--- src/rtl/mem_bus_arbiter.sv ---
// Arbitrates one shared 32-bit memory bus between the instruction-fetch port and the data port.
// One transaction at a time. The slave completes it with bus_ack_i. A hung slave is aborted after TIMEOUT busy cycles.
module mem_bus_arbiter #(
    parameter int unsigned TIMEOUT = 15
) (
    input  logic        clk,
    input  logic        rst,
    input  logic        if_req_i,
    input  logic [31:0] if_addr_i,
    output logic [31:0] if_data_o,
    output logic        if_ack_o,
    input  logic        d_req_i,
    input  logic        d_we_i,
    input  logic [31:0] d_addr_i,
    input  logic [3:0]  d_sel_i,
    input  logic [31:0] d_wdata_i,
    output logic [31:0] d_rdata_o,
    output logic        d_ack_o,
    output logic        bus_ce_o,
    output logic        bus_we_o,
    output logic [31:0] bus_addr_o,
    output logic [3:0]  bus_sel_o,
    output logic [31:0] bus_wdata_o,
    input  logic [31:0] bus_rdata_i,
    input  logic        bus_ack_i,
    output logic        err_o,
    output logic        stallreq_o
);

    typedef enum logic [1:0] {
        IDLE   = 2'd0,
        D_BUSY = 2'd1,
        I_BUSY = 2'd2
    } state_t;

    localparam logic [7:0] TIMEOUT_CNT = 8'(TIMEOUT);

    state_t     state, state_nx;
    logic       last_grant_data;
    logic [7:0] cnt;
    logic       grant_d, grant_i, finish, timed_out, owner_req;

    always_comb begin
        state_nx  = state;
        grant_d   = 1'b0;
        grant_i   = 1'b0;
        finish    = 1'b0;
        timed_out = 1'b0;
        case (state)
            IDLE: begin
                // Data wins a tie unless it won the previous grant, so neither side starves.
                if (d_req_i && (!if_req_i || !last_grant_data)) begin
                    grant_d  = 1'b1;
                    state_nx = D_BUSY;
                end else if (if_req_i) begin
                    grant_i  = 1'b1;
                    state_nx = I_BUSY;
                end
            end
            D_BUSY, I_BUSY: begin
                if (bus_ack_i) begin
                    finish   = 1'b1;
                    state_nx = IDLE;
                end else if (cnt == TIMEOUT_CNT) begin
                    finish    = 1'b1;
                    timed_out = 1'b1;
                    state_nx  = IDLE;
                end
            end
            default: state_nx = IDLE;
        endcase
    end

    // A requester that withdrew mid-transfer gets no ack and keeps its old data.
    assign owner_req = (state == D_BUSY) ? d_req_i : if_req_i;

    always_ff @(posedge clk or posedge rst) begin
        if (rst) begin
            state           <= IDLE;
            last_grant_data <= 1'b0;
            cnt             <= 8'd0;
            if_data_o       <= 32'd0;
            if_ack_o        <= 1'b0;
            d_rdata_o       <= 32'd0;
            d_ack_o         <= 1'b0;
            bus_ce_o        <= 1'b0;
            bus_we_o        <= 1'b0;
            bus_addr_o      <= 32'd0;
            bus_sel_o       <= 4'd0;
            bus_wdata_o     <= 32'd0;
            err_o           <= 1'b0;
        end else begin
            state    <= state_nx;
            if_ack_o <= 1'b0;
            d_ack_o  <= 1'b0;
            err_o    <= 1'b0;
            if (grant_d) begin
                bus_ce_o        <= 1'b1;
                bus_we_o        <= d_we_i;
                bus_addr_o      <= d_addr_i;
                bus_sel_o       <= d_sel_i;
                bus_wdata_o     <= d_we_i ? d_wdata_i : 32'd0;
                last_grant_data <= 1'b1;
                cnt             <= 8'd0;
            end else if (grant_i) begin
                bus_ce_o        <= 1'b1;
                bus_we_o        <= 1'b0;
                bus_addr_o      <= if_addr_i;
                bus_sel_o       <= 4'b1111;
                bus_wdata_o     <= 32'd0;
                last_grant_data <= 1'b0;
                cnt             <= 8'd0;
            end else if (finish) begin
                bus_ce_o <= 1'b0;
                if (owner_req) begin
                    err_o <= timed_out;
                    if (state == D_BUSY) begin
                        d_ack_o <= 1'b1;
                        if (timed_out)
                            d_rdata_o <= 32'd0;
                        else if (!bus_we_o)
                            d_rdata_o <= bus_rdata_i;
                    end else begin
                        if_ack_o  <= 1'b1;
                        if_data_o <= timed_out ? 32'd0 : bus_rdata_i;
                    end
                end
            end else if (state != IDLE) begin
                cnt <= cnt + 8'd1;
            end
        end
    end

    assign stallreq_o = (if_req_i & ~if_ack_o) | (d_req_i & ~d_ack_o);

endmodule
--- config.mk ---
export PLATFORM = sky130hd
export DESIGN_NAME = mem_bus_arbiter
export DESIGN_NICKNAME = d
export VERILOG_FILES = /design/src/rtl/mem_bus_arbiter.sv
export SDC_FILE = /design/constraint.sdc
export NUM_CORES = 1
export LEC_CHECK = 0
export BUFFER_PORTS_ARGS = -buffer_cell sky130_fd_sc_hd__buf_4
export CAP_MARGIN = 0
export CORE_MARGIN = 4
export CORE_UTILIZATION = 42
export CTS_CLUSTER_SIZE = 10
export DETAILED_ROUTE_END_ITERATION = 16
export HOLD_SLACK_MARGIN = 0.02
export PLACE_DENSITY = 0.82
export SYNTH_ARGS = -nofsm -noshare
export SYNTH_HDL_FRONTEND = slang
export SYNTH_SLANG_ARGS = --single-unit
export TNS_END_PERCENT = 50
--- constraint.sdc ---
create_clock -name clk -period 4.55 [get_ports clk]
set_input_delay 0.455 -clock clk [delete_from_list [all_inputs] [get_ports clk]]
set_output_delay 0.455 -clock clk [all_outputs]
set_load 0.05 [all_outputs]
Word-level counts from Yosys, hierarchy flattened
Index checks and enable logic that the tools add are counted.
{ "word_totals": {"latch_bits": 0, "regBits": 148, "inputBits": 138, "rom_bits": 0, "out_inout_bits": 138, "n_memories": 0, "word_cells": 93, "ram_bits": 0} }
{ "classes": {"shifts": 0, "n_bitwise": 8, "eq_ne": 7, "muxes": 50, "n_reduce_logical": 14, "order_cmp": 0, "multipliers": 0, "n_div": 0, "addsub": 1} }
{ "ops": {"columns": ["operator", "count"], "rows": [
  ["32-bit 2-to-1 mux", 8],
  ["8-bit 2-to-1 mux", 4],
  ["1-bit 2-to-1 mux", 31],
  ["3-bit inequality test, second input constant", 3],
  ["8-bit by 1-bit adder with 8-bit output, second input constant", 1],
  ["8-bit by 4-bit == test with 1-bit output, second input constant", 1],
  ["2-bit 2-to-1 mux", 4],
  ["4-bit 2-to-1 mux", 2],
  ["6-bit AND reduction", 1],
  ["3-bit nonzero test", 2],
  ["1-bit inverter", 5],
  ["5-bit AND reduction", 1],
  ["2-bit case mux with 2 select lines", 1],
  ["2-bit AND reduction", 2],
  ["2-bit nonzero test", 2],
  ["1-bit bitwise AND", 2],
  ["2-bit by 1-bit == test with 1-bit output, second input constant", 1],
  ["2-bit == test, second input constant", 1],
  ["1-bit zero test", 2],
  ["2-bit zero test", 1],
  ["2-bit by 1-bit inequality test with 1-bit output, second input constant", 1],
  ["2-bit OR reduction", 1],
  ["1-bit logical AND", 1],
  ["1-bit logical OR", 1],
  ["1-bit bitwise OR", 1]
]} }

Depth between registers and ports, before layout
{ "logic_depth": {"depth_word": 8, "ltp_mapped": 9, "depth_no_buf": 6} }

Worst setup path before layout
OpenSTA, ideal clock, no wires.
{ "synth_path": {"kind": "flip-flop to flip-flop", "startpoint": "register state[0]", "endpoint": "register cnt[5]", "slack_ns": 2.554, "path_buffers": 0, "arrival_ns": 1.918, "required_time_ns": 4.472, "stages_incl_launch_ff": 7, "cell_sequence": "dfrtp_1 > inv_1 > ha_1 > and4_4 > a221o_1 > or4_1 > a21oi_1"} }
{ "synth_between": {"elab_chain_len": 5, "word_cells_on_any_way": 13} }
{ "synth_lines": {"columns": ["element", "line", "source"], "rows": [
  ["from (decl)", "38", "state_t state, state_nx;"],
  ["from (signal assigned)", "93", "state <= state_nx;"],
  ["2-bit by 1-bit == test with 1-bit output or 2-bit == test (tied branches)", "49", "case (state)"],
  ["2-bit OR reduction", "49", null],
  ["1-bit 2-to-1 mux", "49", null],
  ["3-bit inequality test (no line)", null, null],
  ["2-bit AND reduction (no line)", null, null],
  ["to (signal assigned)", "129", "cnt <= cnt + 8'd1;"],
  ["to (decl)", "40", "logic [7:0] cnt;"]
]} }
Parallel ways exist; a longest one is shown, timed or not.
A chain may end at the register's enable or synchronous reset.

Final worst setup path
{ "layout_path": {"startpoint": "register state[0]", "endpoint": "register bus_wdata_o[26]"} }
{ "layout_between": {"elab_chain_len": 3, "word_cells_on_any_way": 5} }
{ "layout_lines": {"columns": ["element", "line", "source"], "rows": [
  ["2-bit zero test (*)", "49", null],
  ["1-bit 2-to-1 mux", "49", null],
  ["32-bit 2-to-1 mux or 2-bit nonzero test (tied branches)", null, null],
  ["to (signal assigned)", "102", "bus_wdata_o <= d_we_i ? d_wdata_i : 32'd0;"],
  ["to (decl)", "23", "output logic [31:0] bus_wdata_o,"]
]} }
Mark *: on every way between the ends. The rest lies on a longest branch, timed or not.

==> flow_metrics.env <==
export IMPL_crit_chain="inv_1, ha_1, and3_1, buf_4, and2_1, a22o_1"
export IMPL_start_util_pct=43.22
export IMPL_io_buffers=275
export IMPL_combinationalPowerShare_pct=50.7
export IMPL_core_sq_mm=0.01335
export IMPL_drive_above_1_share_pct=41.93
export IMPL_slew_violations=0
export IMPL_synth_async_reset_ratio_pct=100.0
export IMPL_p_per_area_mw_per_mm2=837.6
export IMPL_worst_pin_slew_ns=1.238
export IMPL_crit_type="reg2reg"
export IMPL_p_total_mw=7.175
export IMPL_p_int_mw=3.743
export IMPL_cts_tree="built"
export IMPL_ys_seq_area_share_pct=64.19
export IMPL_post_cts_buffers=0
export IMPL_antenna_cells=0
export IMPL_critPathLaunchType="register"
export IMPL_grt_pass1_wl_um=28500
export IMPL_synth_distinct_cells=34
export IMPL_ir_drop_mv=0.4335
export IMPL_place_detailed_hpwl_um=12560
export IMPL_dieArea_sq_mm=0.01568
export IMPL_tritoncts_num_buffers=17
export IMPL_maxSlewHeadroom_pct=17.30
export IMPL_clk_latency_ns=0.43
export IMPL_path_buf_inv=2
export IMPL_synth_top_area_cell="dfrtp_1"
export IMPL_post_route_period_util_pct=59.56
export IMPL_min_from="d_sel_i[2]"
export IMPL_dieWidth_um=125.2
export IMPL_drt_vias_per_instance=5.443
export IMPL_fin_util_pct=64.17
export IMPL_yosys_top_cells_area="dfrtp_1, a22o_1, a21oi_1"
export IMPL_io_pins=276
export IMPL_final_nets=896
export IMPL_pwr_share_clk_pct=19.5
export IMPL_cp_arrival_ns=3.06
export IMPL_outcome="completed"
export IMPL_slowest_delay_ns=0.98
export IMPL_avgSynthCellArea_sq_um=11.73
export IMPL_initialDrtViolationCount=389
export IMPL_area_growth_pct=48.47
export IMPL_h_tree_depth=4
export IMPL_setup_violations=0
export IMPL_syn_num_nets=633
export IMPL_required_ns=4.90
export IMPL_crit_slowest_cell="and2_1"
export IMPL_cp_end_kind="register"
export IMPL_die_y_um=125.2
export IMPL_drc=0
export IMPL_switchingPower_mw=3.432
export IMPL_yosysWarningCount=0
export IMPL_worstPathMaxFanout=33
export IMPL_finClkSkew_ns=0.008601
export IMPL_drt_pass1_iterations=4
export IMPL_rsz0062_at_grt="false"
export IMPL_vias=5138
export IMPL_gr_total_overflow=0
export IMPL_hp_class="in2reg"
export IMPL_wl_per_cell_um=18.93
export IMPL_clk_pin_slew_ns=0.06
export IMPL_grt_pass1_vias=5333
export IMPL_cts_buffer_depth=2
export IMPL_syn_cell_area_sq_mm=0.005769
export IMPL_synth_flop_cell="dfrtp_1"
export IMPL_rows=42
export IMPL_hold_viol_final=0
export IMPL_rrSetupSlack_ns=1.84
export IMPL_synth_top_area_share_pct=64.19
export IMPL_antenna_found_initial=0
export IMPL_ctsHoldBuffers=0
export IMPL_antenna_left=0
export IMPL_clock_root_buffer="clkbuf_16"
export IMPL_cts_sinks=148
export IMPL_finalWirelength_um=17870
export IMPL_grt_usage_pct=22.54
export IMPL_grt_max_degree=111
export IMPL_fin_crit_ns=2.710
export IMPL_critPathTopFamily="simple AND/OR/NAND/NOR gates"
export IMPL_cts_resized=0
export IMPL_place_gp_congestion=0.8054
export IMPL_max_freq_mhz=369.0
export IMPL_leakage_nw=4.327
export IMPL_fin_tns_setup_ns=0
export IMPL_synth_cells=492
export IMPL_switching_share_pct=47.84
export IMPL_ys_seq_elements=148
export IMPL_rr_startpoint="state[0]"
export IMPL_synth_edff_count=0
export IMPL_crit_start="state[0]"
export IMPL_seq_power_share_pct=29.8
export IMPL_n_fill_cell=1041
export IMPL_maxCapViolCount=0
==> layer usage <==
layer  vias to the layer above  global-route usage, %  share of wire, %
li1                       2328                      -                 -
met1                      2558                  25.86                38
met2                       217                  40.05                53
met3                        35                  5.757               6.3
met4                         0                  9.439               2.8
met5                         -                      0                 0
==> power groups by stage <==
stage	registers [mW]	logic (mW)	clock network [mW]
floorplan	3.73	0.854	0
global placement	2.13	3.58	0
detailed placement	2.14	3.65	0
CTS	2.13	3.67	1.43
global route	2.19	3.82	1.49
finish	2.13	3.64	1.40
==> placed cells by master, fill, tap and decap left out, types with 2 or more instances in the layout <==
| cell type | synthesis | final |
|---|---|---|
| o22a_1 | 3 | 3 |
| or4_1 | 2 | 2 |
| a21o_1 | 2 | 2 |
| o211ai_1 | 3 | 3 |
| inv_1 | 10 | 9 |
| nor2_1 | 35 | 34 |
| bufinv_16 | 0 | 2 |
| inv_6 | 0 | 8 |
| o31ai_1 | 5 | 5 |
| nand2_1 | 43 | 43 |
| clkinv_4 | 0 | 2 |
| clkbuf_16 | 0 | 17 |
| a22o_1 | 96 | 96 |
| clkinvlp_4 | 0 | 4 |
| ha_1 | 3 | 3 |
| o21ai_0 | 35 | 35 |
| buf_4 | 0 | 283 |
| dfrtp_1 | 148 | 148 |
| a21oi_1 | 38 | 37 |
| nand3_1 | 8 | 8 |
| o22ai_1 | 3 | 3 |
| nand2b_1 | 4 | 4 |
==> state kept, by name (all words and copies together), names as in the netlist <==
name	flops
err_o	1
if_ack_o	1
bus_we_o	1
last_grant_data	1
bus_sel_o	4
d_ack_o	1
bus_ce_o	1
if_data_o	32
state	2
bus_wdata_o	32
d_rdata_o	32
cnt	8
bus_addr_o	32
==> logic make-up after synthesis <==
family	synth area share, %
fa+ha+maj	0.6507
flops	64.19
simple gates	7.395
compound gates	24.16
buf+inv	3.600
==> final cells by class <==
class | instances | area, sq um | share of cell area, %
sequential | 148 | 3704 | 43.24
timing repair buffer | 283 | 2125 | 24.80
multi-input combinational | 295 | 1881 | 21.95
clock buffer | 17 | 425.4 | 4.966
tap | 176 | 220.2 | 2.571
clock inverter | 15 | 168.9 | 1.972
inverter | 10 | 42.54 | 0.4966
==> cell usage after synthesis (all sizes together), types with 3 or more instances <==
master	n
a21oi	38
a22o	96
buf	14
clkbuf	25
dfrtp	148
ha	3
inv	10
nand2	43
nand2b	4
nand3	8
nor2	35
o211ai	3
o21ai	36
o22a	3
o22ai	3
o31ai	5
==> worst reg2reg max path, stage by stage (launching register included) <==
cell	delay, ns
dfrtp_1	0.39
inv_1	0.10
ha_1	0.37
and3_1	0.21
buf_4	0.31
and2_1	0.99
a22o_1	0.28
==> through the flow <==
step           area, sq um  worst slack, ns  instances  hold slack (ns)
6_report              8566            1.840        944           0.2451
5_1_grt               8566            1.608        944           0.2319
4_1_cts               8566            1.858        944           0.2322
3_5_place_dp          7971            1.860        912           0.4738
3_3_place_gp          7971            1.997        912           0.4665
2_1_floorplan         5769           0.1153        492           0.4870
==> final timing paths <==
path / endpoint / cells past startpoint
min: bus_sel_o[2] / 2
max reg2reg: bus_wdata_o[26] / 6
max in group asynchronous: bus_addr_o[13] / 3
max: bus_wdata_o[26] / 6
min in group asynchronous: d_rdata_o[30] / 2
min reg2reg: bus_addr_o[7] / 2
Note: power is estimated with default switching activity, not from simulation.
